===== config.mk =====
export PLATFORM = sky130hd
export DESIGN_NAME = cache_refill_ctrl
export DESIGN_NICKNAME = d
export VERILOG_FILES = /design/src/rtl/cache_pkg.sv /design/src/rtl/cache_perf_cnt.sv /design/src/rtl/cache_refill_ctrl.sv
export SDC_FILE = /design/constraint.sdc
export NUM_CORES = 1
export LEC_CHECK = 0
export ABC_AREA = 1
export CAP_MARGIN = 20
export CORE_MARGIN = 5
export CORE_UTILIZATION = 26
export DETAILED_ROUTE_END_ITERATION = 10
export PLACE_DENSITY_LB_ADDON = 0.08
export SLEW_MARGIN = 20
export SYNTH_ARGS = -nofsm -noshare
export SYNTH_HDL_FRONTEND = slang
export SYNTH_HIERARCHICAL = 1
export SYNTH_SLANG_ARGS = --single-unit

===== constraint.sdc =====
create_clock -name clk -period 1.89 [get_ports clk]
set_clock_uncertainty 0.15 [all_clocks]
set_input_delay 0.378 -clock clk [delete_from_list [all_inputs] [get_ports clk]]
set_output_delay 0.378 -clock clk [all_outputs]
set_load 0.005 [all_outputs]

===== src/rtl/cache_pkg.sv =====
// Shared constants for the cache refill controller: FSM state encoding,
// line geometry and the select encodings driven onto the datapath muxes.
package cache_pkg;

  localparam int LINE_WORDS = 4;
  localparam int WORD_OFF_W = 2;

  // Data-source mux select
  localparam logic SRC_CACHE = 1'b0;
  localparam logic SRC_MEM   = 1'b1;

  // Tag-address mux select
  localparam logic TAG_CPU    = 1'b0;
  localparam logic TAG_VICTIM = 1'b1;

  // FSM state encoding
  localparam logic [1:0] ST_IDLE   = 2'd0;
  localparam logic [1:0] ST_WB     = 2'd1;
  localparam logic [1:0] ST_RF     = 2'd2;
  localparam logic [1:0] ST_RESUME = 2'd3;

  // Index of the last beat of a line burst
  localparam logic [WORD_OFF_W-1:0] LAST_BEAT = WORD_OFF_W'(LINE_WORDS - 1);

endpackage


===== src/rtl/cache_perf_cnt.sv =====
// Two saturating event counters (hits and misses) for the refill controller.
// Only instantiated when CACHE_CTRL_PERF_EN is defined.
module cache_perf_cnt #(
  parameter int W = 32
) (
  input  logic         clk,
  input  logic         rst_n,
  input  logic         hit_inc,
  input  logic         miss_inc,
  output logic [W-1:0] hit_cnt,
  output logic [W-1:0] miss_cnt
);

  logic [W-1:0] hit_cnt_q, hit_cnt_d;
  logic [W-1:0] miss_cnt_q, miss_cnt_d;

  // Next-count: increment on event, hold at all-ones once saturated
  always_comb begin
    hit_cnt_d  = hit_cnt_q;
    miss_cnt_d = miss_cnt_q;
    if (hit_inc && (hit_cnt_q != '1)) begin
      hit_cnt_d = hit_cnt_q + W'(1);
    end
    if (miss_inc && (miss_cnt_q != '1)) begin
      miss_cnt_d = miss_cnt_q + W'(1);
    end
  end

  // Counter registers, cleared by asynchronous reset
  always_ff @(posedge clk or negedge rst_n) begin
    if (!rst_n) begin
      hit_cnt_q  <= '0;
      miss_cnt_q <= '0;
    end else begin
      hit_cnt_q  <= hit_cnt_d;
      miss_cnt_q <= miss_cnt_d;
    end
  end

  assign hit_cnt  = hit_cnt_q;
  assign miss_cnt = miss_cnt_q;

endmodule


===== src/rtl/cache_refill_ctrl.sv =====
// Miss/refill sequencer for a direct-mapped cache with 4-word lines.
// Serves hits in the request cycle; on a miss writes back a dirty victim
// (4 beats), refills the line (4 beats), spends one RESUME cycle and then
// replays the CPU access, which hits.
// Optional build macro: CACHE_CTRL_PERF_EN adds saturating hit/miss counters.
//
// Handshakes: cpu_req is held high until cpu_ready (Mealy, same cycle);
// a memory beat transfers in any cycle where mem_req and mem_ready are both
// high; mem_ready is ignored while mem_req is low. state_dbg exposes the FSM.
module cache_refill_ctrl
  import cache_pkg::*;
#(
  parameter int ADDR_W = 32,
  parameter int TAG_W  = 28,
  parameter int PERF_W = 32
) (
  input  logic              clk,
  input  logic              rst_n,
  input  logic              cpu_req,
  input  logic              cpu_we,
  input  logic [ADDR_W-1:0] cpu_addr,
  output logic              cpu_ready,
  input  logic              hit,
  input  logic              dirty,
  output logic              mem_req,
  output logic              mem_we,
  input  logic              mem_ready,
  output logic [1:0]        mem_beat,
  output logic [1:0]        word_sel,
  output logic              data_src_sel,
  output logic              tag_addr_sel,
  output logic              line_we,
  output logic              tag_we,
  output logic              dirty_set,
  output logic [1:0]        state_dbg
`ifdef CACHE_CTRL_PERF_EN
  ,
  output logic [PERF_W-1:0] hit_cnt,
  output logic [PERF_W-1:0] miss_cnt
`endif
);

  logic [1:0]            state_q, state_d;
  logic [WORD_OFF_W-1:0] beat_q, beat_d;

  // Only the word-offset bits of the address matter here; the tag width is
  // a datapath property carried for the parent's benefit.
  logic unused_cfg;
  assign unused_cfg = ^{cpu_addr[ADDR_W-1:4], cpu_addr[1:0], TAG_W[0], PERF_W[0]};

  // FSM next-state, beat counter and Mealy datapath controls
  always_comb begin
    state_d      = state_q;
    beat_d       = beat_q;
    cpu_ready    = 1'b0;
    mem_req      = 1'b0;
    mem_we       = 1'b0;
    mem_beat     = '0;
    word_sel     = '0;
    data_src_sel = SRC_CACHE;
    tag_addr_sel = TAG_CPU;
    line_we      = 1'b0;
    tag_we       = 1'b0;
    dirty_set    = 1'b0;
    case (state_q)
      ST_IDLE: begin
        if (cpu_req) begin
          if (hit) begin
            cpu_ready    = 1'b1;
            word_sel     = cpu_addr[3:2];
            data_src_sel = SRC_CACHE;
            line_we      = cpu_we;
            dirty_set    = cpu_we;
          end else begin
            beat_d  = '0;
            state_d = dirty ? ST_WB : ST_RF;
          end
        end
      end
      ST_WB: begin
        mem_req      = 1'b1;
        mem_we       = 1'b1;
        tag_addr_sel = TAG_VICTIM;
        data_src_sel = SRC_CACHE;
        word_sel     = beat_q;
        mem_beat     = beat_q;
        if (mem_ready) begin
          beat_d = beat_q + 2'd1;
          if (beat_q == LAST_BEAT) begin
            state_d = ST_RF;
          end
        end
      end
      ST_RF: begin
        mem_req      = 1'b1;
        mem_we       = 1'b0;
        tag_addr_sel = TAG_CPU;
        data_src_sel = SRC_MEM;
        word_sel     = beat_q;
        mem_beat     = beat_q;
        line_we      = mem_ready;
        if (mem_ready) begin
          beat_d = beat_q + 2'd1;
          if (beat_q == LAST_BEAT) begin
            tag_we  = 1'b1;
            state_d = ST_RESUME;
          end
        end
      end
      ST_RESUME: begin
        state_d = ST_IDLE;
      end
      default: begin
        state_d = ST_IDLE;
      end
    endcase
  end

  // State and beat registers; async reset drops every strobe immediately
  always_ff @(posedge clk or negedge rst_n) begin
    if (!rst_n) begin
      state_q <= ST_IDLE;
      beat_q  <= '0;
    end else begin
      state_q <= state_d;
      beat_q  <= beat_d;
    end
  end

  assign state_dbg = state_q;

`ifdef CACHE_CTRL_PERF_EN
  logic hit_evt, miss_evt;
  assign hit_evt  = (state_q == ST_IDLE) && cpu_req && hit;
  assign miss_evt = (state_q == ST_IDLE) && cpu_req && !hit;

  cache_perf_cnt #(.W(PERF_W)) u_perf (
    .clk      (clk),
    .rst_n    (rst_n),
    .hit_inc  (hit_evt),
    .miss_inc (miss_evt),
    .hit_cnt  (hit_cnt),
    .miss_cnt (miss_cnt)
  );
`endif

endmodule


==> out/qor.yml, run 1 <==
route.detailed.drc: 0
routedWlPerCell_um: 10.7
tightest_slew_ns: 0.219
fin_total_pwr_mw: 1.42
clk_pin_slew_ns: 0.04
p_sw_mw: 0.612
async_flop_share_pct: 100
multiInputGateArea_sq_um: 365
cts.htree.levels: 1
grt_max_degree: 6
status: "complete, but fails checks"
cp-start-kind: "flop"
slowest_stage: "dfrtp_1"
finalCriticalPeriod_ns: 1.92
cts_tree: "done"
maxCapViolCount: 0
pwr-share-comb_pct: 82.8
rsz0062_at_grt: "true"
rows: 15
fin_cells: 127
cts-root-buf: "clkbuf_4"
die-area_sq_um: 2650
regArea_sq_um: 100
wl_um: 1360
worstPathCellList: "inv_2 -> buf_6 -> ha_4 -> nand2_4 -> nor2_4 -> nand2_1 -> a21oi_1 -> buf_2"
ys_warn_count: 6
layout-drive-gt1-share_pct: 43.6
synth.most_common_cell: "nand2_1"
peakVddDrop_mv: 0.782
setup_viol: 1
area_growth_pct: 101
p_per_area_nw_per_um2: 1580
timing.rr.end: "state_dbg[1]"
drtPass1Iterations: 4
muxShareOfSynthArea_pct: 0
yosys.area_share.simple_pct: 36.4
postSynthAreaPerCell_sq_um: 6.67
intPower_mw: 0.810
die_h_um: 51.5
routabilityCongestion: 0.732
final_cell_area_sq_um: 897
rrSetupSlack_ns: 0.32
reg2reg_depth: 8
critical_path_arrival_ns: 1.39
hold_viol: 0
placed_cell_area_sq_um: 771
layout_setup_ws_ns: -0.0267
ant_nets: 0
ys_top_cells_by_count: "17 x nand2_1, 10 x inv_1, 7 x ha_1, 5 x nor2_1"
switching_share_pct: 43.0
clockPowerShare_pct: 6.9
grt_overflow: 0
fill_cells: 166
leakage_nw: 0.494
critPathMaxFanout: 3
via_per_inst: 4.41
synth_area_leaders: "dfrtp_1 22%, ha_1 20%, nand2_1 14%"
seq_power_share_pct: 10.4
synth_edf_count: 0
grt_pass1_vias: 525
syn_inst: 67
cts_max_path_buffers: 2
dp_cells: 117
synth_ff_type: "dfrtp_1"
start_util_pct: 26.7
ys_types: 18
yosysTopAreaCell: "dfrtp_1"
synth-xor-area-share_pct: 0
vias: 560
cts_sinks: 4
setup.worst_path.end_class: "primary output"
worstPathRequired_ns: 1.36
violations: "setup timing"
port_buffers: 22
ys_ff_latch: 4
grt_pass1_wl_um: 2200
drt_iter0_drc: 7
finish.utilization_pct: 53.7
core-area_sq_um: 1670
slew_viol_final: 0
synth_compound_area_share_pct: 8.96
track_usage_pct: 10.9
ios: 53
yosys.area_share.adder_pct: 19.6
slew_headroom_pct: 85.3
critPathKind: "reg2out"
dp.final_hpwl_um: 1110
cts_inserted_buffers: 3
clock_latency_ns: 0.22
period_share_pct: 101
synth_top_area_share_pct: 22.4
r2r-start: "state_dbg[1]"
syn_nets: 113
die_w_um: 51.5
antenna_found_initial: 0
yosysSeqAreaShare_pct: 22.4
clock.fmax_mhz: 522
final_nets: 158
synth.cell_area_sq_um: 447
cpPeakStageDelay_ns: 0.38
diodes: 0
hp-class: "in2async"
synth_top_family_by_area: "simple AND/OR/NAND/NOR gates"
[flip-flops by register name, indices dropped and copies added (netlist names)]
name and flops:
beat_q 2, state_dbg 2
[power groups by stage]
stage	combinational [mW]	clock, mW	sequential, mW
floorplan	0.498	0	0.162
global placement	1.01	0	0.142
global route	1.31	0.114	0.151
detailed placement	1.02	0	0.145
finish	1.18	0.0975	0.147
CTS	1.06	0.101	0.147
[cells in the final DEF, fill, tap and decap left out, types with 3 or more instances in the layout]
master and count:
nor2_1 5, clkbuf_4 3, ha_4 4, dlygate4sd2_1 7, inv_2 6, buf_4 15, inv_1 7, nand3_1 4
nand2_2 3, buf_2 5, clkdlybuf4s50_1 8, buf_6 4, dfrtp_1 4, nand2_1 16
[worst max-delay path: cells and delay by family, from the launching register on]
family                     cells  cell delay, ns
DFF                            1            0.38
AOI/OAI and AO/OA              1            0.11
buffers and inverters          3            0.34
and+or+nand+nor                3            0.20
adders and majority gates      1            0.15
[through the flow]
stage,hold slack (ns),setup WS (ns),setup TNS [ns]
finish,0.202,-0.0267,-0.0267
global route,0.203,-0.105,-0.268
CTS,0.203,-0.0745,-0.154
detailed placement,0.356,-0.419,-1.94
global placement,0.354,-0.398,-1.85
floorplan,-0.0676,0.209,0
[what timing repair did]
action / in CTS / in global routing
pin swaps: 3 / 4
hold buffers: 0 / 0
endpoints found under the setup margin: 12 / 6
buffers inserted: 4 / 3
resized for setup: 37 / 16
[worst max-delay path by stage]
stage                     cells after the start  slack [ns]         start          end
after CTS                                     8       -0.07  state_dbg[0]  word_sel[1]
after floorplan                               6        0.21  state_dbg[0]  word_sel[1]
final                                         8       -0.03  state_dbg[0]  word_sel[1]
after global placement                        6       -0.40           hit  word_sel[1]
after global routing                          8       -0.11  state_dbg[0]  word_sel[1]
after detailed placement                      6       -0.42       cpu_req  word_sel[1]
[routing by layer]
layer	global-route usage, %	vias up	share of wire, %
met5	0	-	0
met4	1.31	0	0
met3	4.08	0	9.3
met2	19.5	15	48
met1	12.5	250	43
li1	-	295	-
[cell type report]
class | instances | area share (%)
inverter | 13 | 5.44
sequential | 4 | 11.2
clock buffer | 3 | 2.51
tap | 17 | 2.37
multi-input combinational | 49 | 40.7
timing repair buffer | 41 | 37.8
[cells by family (layout without fill, tap and decap cells)]
family / count (synthesis) / count (layout)
compound gates: 7 / 7
fa+ha+maj: 7 / 7
buf+inv: 14 / 57
flops: 4 / 4
simple gates: 35 / 35
Power figures use the tool's default switching activity.
==> run 2: changes to the inputs <==
CAP_MARGIN = not set   (was 20)
SKIP_LAST_GASP = 1   (was not set)
==> out/qor.yml, run 2 (same netlist as run 1, synthesis figures left out) <==
status: "complete, but fails checks"
violations: "setup timing"
start_util_pct: 26.7  # unchanged
slew_viol_final: 0  # unchanged
grt_overflow: 0  # unchanged
final_nets: 158  # unchanged
route.detailed.drc: 0  # unchanged
drt_iter0_drc: 6  # -1
final_common_cell: "nand2_1"
layout-drive-gt1-share_pct: 41.8  # -1.8 points
routabilityCongestion: 0.732  # unchanged
clk_pin_slew_ns: 0.04  # about the same
rows: 15  # unchanged
fin_total_pwr_mw: 1.41  # -0.81%
cts_sinks: 4  # unchanged
die_h_um: 51.5  # unchanged
core-area_sq_um: 1670  # unchanged
ios: 53  # unchanged
dp_cells: 117  # unchanged
worstPathRequired_ns: 1.36  # about the same
drtPass1Iterations: 4  # unchanged
path_buf_inv: 3  # unchanged
routedWlPerCell_um: 10.6  # -1.2%
rsz0062_at_grt: "true"
grt_pass1_vias: 525  # unchanged
worstPathCellList: "inv_2 -> buf_6 -> ha_4 -> nand2_4 -> nor2_4 -> nand2_1 -> a21oi_1 -> buf_2"
ant_nets: 0  # unchanged
cts-root-buf: "clkbuf_4"
period_share_pct: 101  # about the same
cp-start-kind: "flop"
hold_viol: 0  # unchanged
crit_family: "flip-flops"
area_growth_pct: 98.6
grt_max_degree: 6  # unchanged
antenna_found_initial: 0  # unchanged
critPathKind: "reg2out"
cts_inserted_buffers: 3  # unchanged
p_per_area_nw_per_um2: 1590  # +0.31%
finalCriticalPeriod_ns: 1.92  # +0.000301 ns
die-area_sq_um: 2650  # unchanged
cpPeakStageDelay_ns: 0.38  # about the same
setup_viol: 1  # unchanged
clock_latency_ns: 0.22  # about the same
wl_um: 1350  # -1.2%
mostFrequentLayoutCells: "16 x nand2_1, 15 x buf_4, 9 x dlygate4sd2_1"
cts.htree.levels: 1  # unchanged
finish.utilization_pct: 53.1  # -0.60 points
maxCapViolCount: 0  # unchanged
die_w_um: 51.5  # unchanged
final_cell_area_sq_um: 887  # -1.1%
slew_headroom_pct: 85.3  # about the same
cts_tree: "done"
critPathMaxFanout: 3  # unchanged
diodes: 0  # unchanged
cts_hold_buf: 0  # unchanged
cts_max_path_buffers: 2  # unchanged
dp.final_hpwl_um: 1110  # unchanged
peakVddDrop_mv: 0.769  # -1.7%
tightest_slew_ns: 0.218  # -0.00109 ns
vias: 566  # +1.1%
leakage_nw: 0.500  # +1.1%
port_buffers: 22  # unchanged
setup.worst_path.end_class: "primary output"
grt_pass1_wl_um: 2200  # unchanged
slowest_stage: "dfrtp_1"
track_usage_pct: 10.9  # unchanged
place_ws_ns: -0.419  # unchanged
critical_path_arrival_ns: 1.39  # about the same
placed_cell_area_sq_um: 771  # unchanged
clock.fmax_mhz: 522  # about the same
via_per_inst: 4.46  # +1.1%
hp-class: "in2async"
fin_cells: 127  # unchanged
layout_setup_ws_ns: -0.0270  # -0.000301 ns
-- run 2: cell types whose count changed in the layout (fill, tap and decap cells not counted) --
| cell | previous run | this run |
|---|---|---|
| buf_2 | 5 | 4 |
| clkdlybuf4s15_1 | 1 | 0 |
| dlygate4sd2_1 | 7 | 9 |
| ha_1 | 2 | 3 |
| ha_4 | 4 | 3 |
-- run 2: through the flow --
step,TNS (ns),hold WS [ns]
2_1_floorplan,0,-0.0676
3_3_place_gp,-1.85,0.354
3_5_place_dp,-1.94,0.356
4_1_cts,-0.270,0.203
5_1_grt,-0.368,0.203
6_report,-0.0270,0.202
-- run 2: per-layer routing --
| layer | GRT usage, % | wire length (um) | up-vias |
|---|---|---|---|
| met5 | 0 | 0 | - |
| met1 | 12.5 | 573 | 254 |
| met2 | 19.5 | 646 | 15 |
| met4 | 1.31 | 0 | 0 |
| met3 | 4.08 | 126 | 0 |
| li1 | - | - | 297 |
-- run 2: worst reg2reg max path: cells and delay by family (launching register included) --
kind | cells | cell delay (ns)
flops | 1 | 0.35
simple gates | 5 | 0.42
buf+inv | 5 | 0.42
fa+ha+maj | 1 | 0.16
-- run 2: path summary, 6_finish.rpt --
kind / startpoint / end / slack (ns) / cells past startpoint
worst max register to register: state_dbg[0] / state_dbg[1] / 0.29 / 11
max in group asynchronous: rst_n / state_dbg[1] / 1.22 / 1
worst min-delay path: rst_n / beat_q[0] / 0.20 / 1
worst max-delay path: state_dbg[0] / word_sel[1] / -0.03 / 8
worst min register to register: beat_q[1] / beat_q[1] / 0.36 / 2
min in group clk: beat_q[1] / beat_q[1] / 0.36 / 2
-- run 2: power breakdown --
| group | internal (mW) | switching, mW | total (mW) |
|---|---|---|---|
| Clock | 0.0705 | 0.0271 | 0.0975 |
| Combinational | 0.611 | 0.554 | 1.17 |
| Sequential | 0.124 | 0.0229 | 0.147 |
| Total | 0.806 | 0.604 | 1.41 |
-- run 2: timing repair --
item                                    CTS  global route
buffers inserted                          4             3
resized for setup                        34            13
pin swaps                                 3             2
endpoints found under the setup margin   12             6
hold endpoints to repair                  0             0
-- run 2: area by class of cell --
cell class / instances / area [sq um]
inverters: 13 / 48.8
fillers: 167 / 783
flip-flops and latches: 4 / 100
multi-input cells: 49 / 353
clock buffers: 3 / 22.5
repair buffers: 41 / 342
well taps: 17 / 21.3
==> run 3: changes to the inputs <==
clock period = 1.85 ns   (was 1.89 ns; I/O delays follow)
==> out/qor.yml, run 3 (same netlist as run 1, synthesis figures left out) <==
status: "complete, but fails checks"
violations: "setup timing"
critical_path_arrival_ns: 1.37  # -0.02 ns
cp-start-kind: "flop"
routedWlPerCell_um: 10.6  # about the same
grt_max_degree: 6  # unchanged
final_nets: 156  # -1.3%
setup_viol: 3  # +2
r2r-start: "state_dbg[0]"
die_w_um: 51.5  # unchanged
cts_tree: "done"
diodes: 0  # unchanged
rows: 15  # unchanged
hp-class: "in2async"
hold_viol: 0  # unchanged
fin_tns_setup_ns: -0.0590  # -0.0320 ns
maxCapViolCount: 0  # unchanged
p_per_area_nw_per_um2: 1640  # +3.0%
highest_layer: "met3"
worstPathRequired_ns: 1.33  # -0.03 ns
setup.worst_path.end_class: "primary output"
ios: 53  # unchanged
rsz0062_at_grt: "true"
ant_nets: 0  # unchanged
core-area_sq_um: 1670  # unchanged
cts-root-buf: "clkbuf_4"
cts_hold_buf: 0  # unchanged
clock_latency_ns: 0.23  # about the same
drtPass1Iterations: 4  # unchanged
antenna_found_initial: 0  # unchanged
via_per_inst: 4.38  # -1.6%
clock.fmax_mhz: 530
grt_pass1_wl_um: 2170  # -1.3%
placed_cell_area_sq_um: 771  # unchanged
critPathKind: "reg2out"
port_buffers: 22  # unchanged
die-area_sq_um: 2650  # unchanged
reg2reg_depth: 11  # unchanged
area_growth_pct: 94.4
crit_start: "state_dbg[0]"
cts_sinks: 4  # unchanged
vias: 548  # -3.2%
grt_pass1_vias: 519  # -1.1%
dp.final_hpwl_um: 1090  # -2.4%
slew_headroom_pct: 84.0  # -1.4 points
route.detailed.drc: 0  # unchanged
peakVddDrop_mv: 0.905  # +18%
route.met3.wl_um: 136  # +7.9%
cts_inserted_buffers: 3  # unchanged
critPathMaxFanout: 3  # unchanged
dp_cells: 117  # unchanged
rrSetupSlack_ns: 0.30  # about the same
track_usage_pct: 10.9  # -0.020 points
fin_cells: 125  # -1.6%
wirelength_met1_um: 560  # -2.3%
leakage_nw: 0.474  # -5.1%
grt_overflow: 0  # unchanged
tightest_slew_ns: 0.239  # +0.0203 ns
routabilityCongestion: 0.720  # -1.6%
finalCriticalPeriod_ns: 1.89
drt_iter0_drc: 9  # +3
start_util_pct: 26.7  # unchanged
slew_viol_final: 0  # unchanged
wl_um: 1320  # -1.6%
mostFrequentLayoutCells: "14 x nand2_1, 14 x buf_4, 8 x clkdlybuf4s50_1"
layout-drive-gt1-share_pct: 42.6  # +0.77 points
clk_pin_slew_ns: 0.04  # about the same
period_share_pct: 102
cts_max_path_buffers: 2  # unchanged
layout_setup_ws_ns: -0.0370  # -0.00998 ns
cts.htree.levels: 1  # unchanged
final_cell_area_sq_um: 868  # -2.1%
die_h_um: 51.5  # unchanged
met2_length_um: 627  # -2.9%
[run 3: cell count changes in the layout (fill, tap and decap cells not counted)]
| cell | change |
|---|---|
| buf_2 | -1 |
| buf_4 | -1 |
| buf_6 | -1 |
| clkbuf_2 | +1 |
| clkdlybuf4s15_1 | +4 |
| dlygate4sd2_1 | -4 |
| nand2_1 | -2 |
| nand2_2 | +3 |
| nand2_4 | -1 |
| nor2_2 | +1 |
| nor2_4 | -1 |
[run 3: stage by stage]
step	hold WS [ns]	util (%)	worst slack [ns]	total power [mW]
after global routing	0.189	52.0	-0.134	1.57
final	0.192	52.0	-0.0370	1.42
after floorplan	-0.0756	-	0.177	0.674
after CTS	0.191	48.9	-0.161	1.33
after global placement	0.354	46.1	-0.411	1.18
after detailed placement	0.364	46.1	-0.438	1.18
[run 3: where the power goes]
group          switching, mW  internal, mW  leakage (nW)
combinational          0.558         0.613         0.409
clock                 0.0286        0.0721        0.0138
sequential            0.0232         0.127        0.0512
[run 3: timing repair]
action	in CTS	in global routing
pin swaps	3	6
gates resized for setup	32	17
hold endpoints to repair	0	0
setup buffers	2	3
endpoints found under the setup margin	12	9
[run 3: layout make-up]
class | instances | area (sq um)
fillers | 176 | 802
well taps | 17 | 21.3
clock buffers | 3 | 22.5
multi-input cells | 49 | 348
repair buffers | 39 | 328
flip-flops and latches | 4 | 100
inverters | 13 | 48.8
[run 3: worst paths after layout]
| kind | endpoint |
|---|---|
| worst max-delay path | line_we |
| worst min-delay path | beat_q[0] |
| worst max register to register | beat_q[0] |
| worst min register to register | beat_q[1] |
| max in group asynchronous | state_dbg[1] |
| min in group clk | beat_q[1] |
[run 3: worst max-delay path, cell delays in order, from the launching register on]
cell and delay [ns]:
dfrtp_1 0.37, inv_2 0.12, ha_4 0.16, nand4_1 0.11
buf_4 0.16, a22oi_2 0.10, buf_2 0.13
[run 3: routing by layer]
metal  vias to the layer above  track usage (%)
li1                        294                -
met1                       239             12.5
met2                        15             18.4
met3                         0             4.66
met4                         0             2.62
met5                         -                0
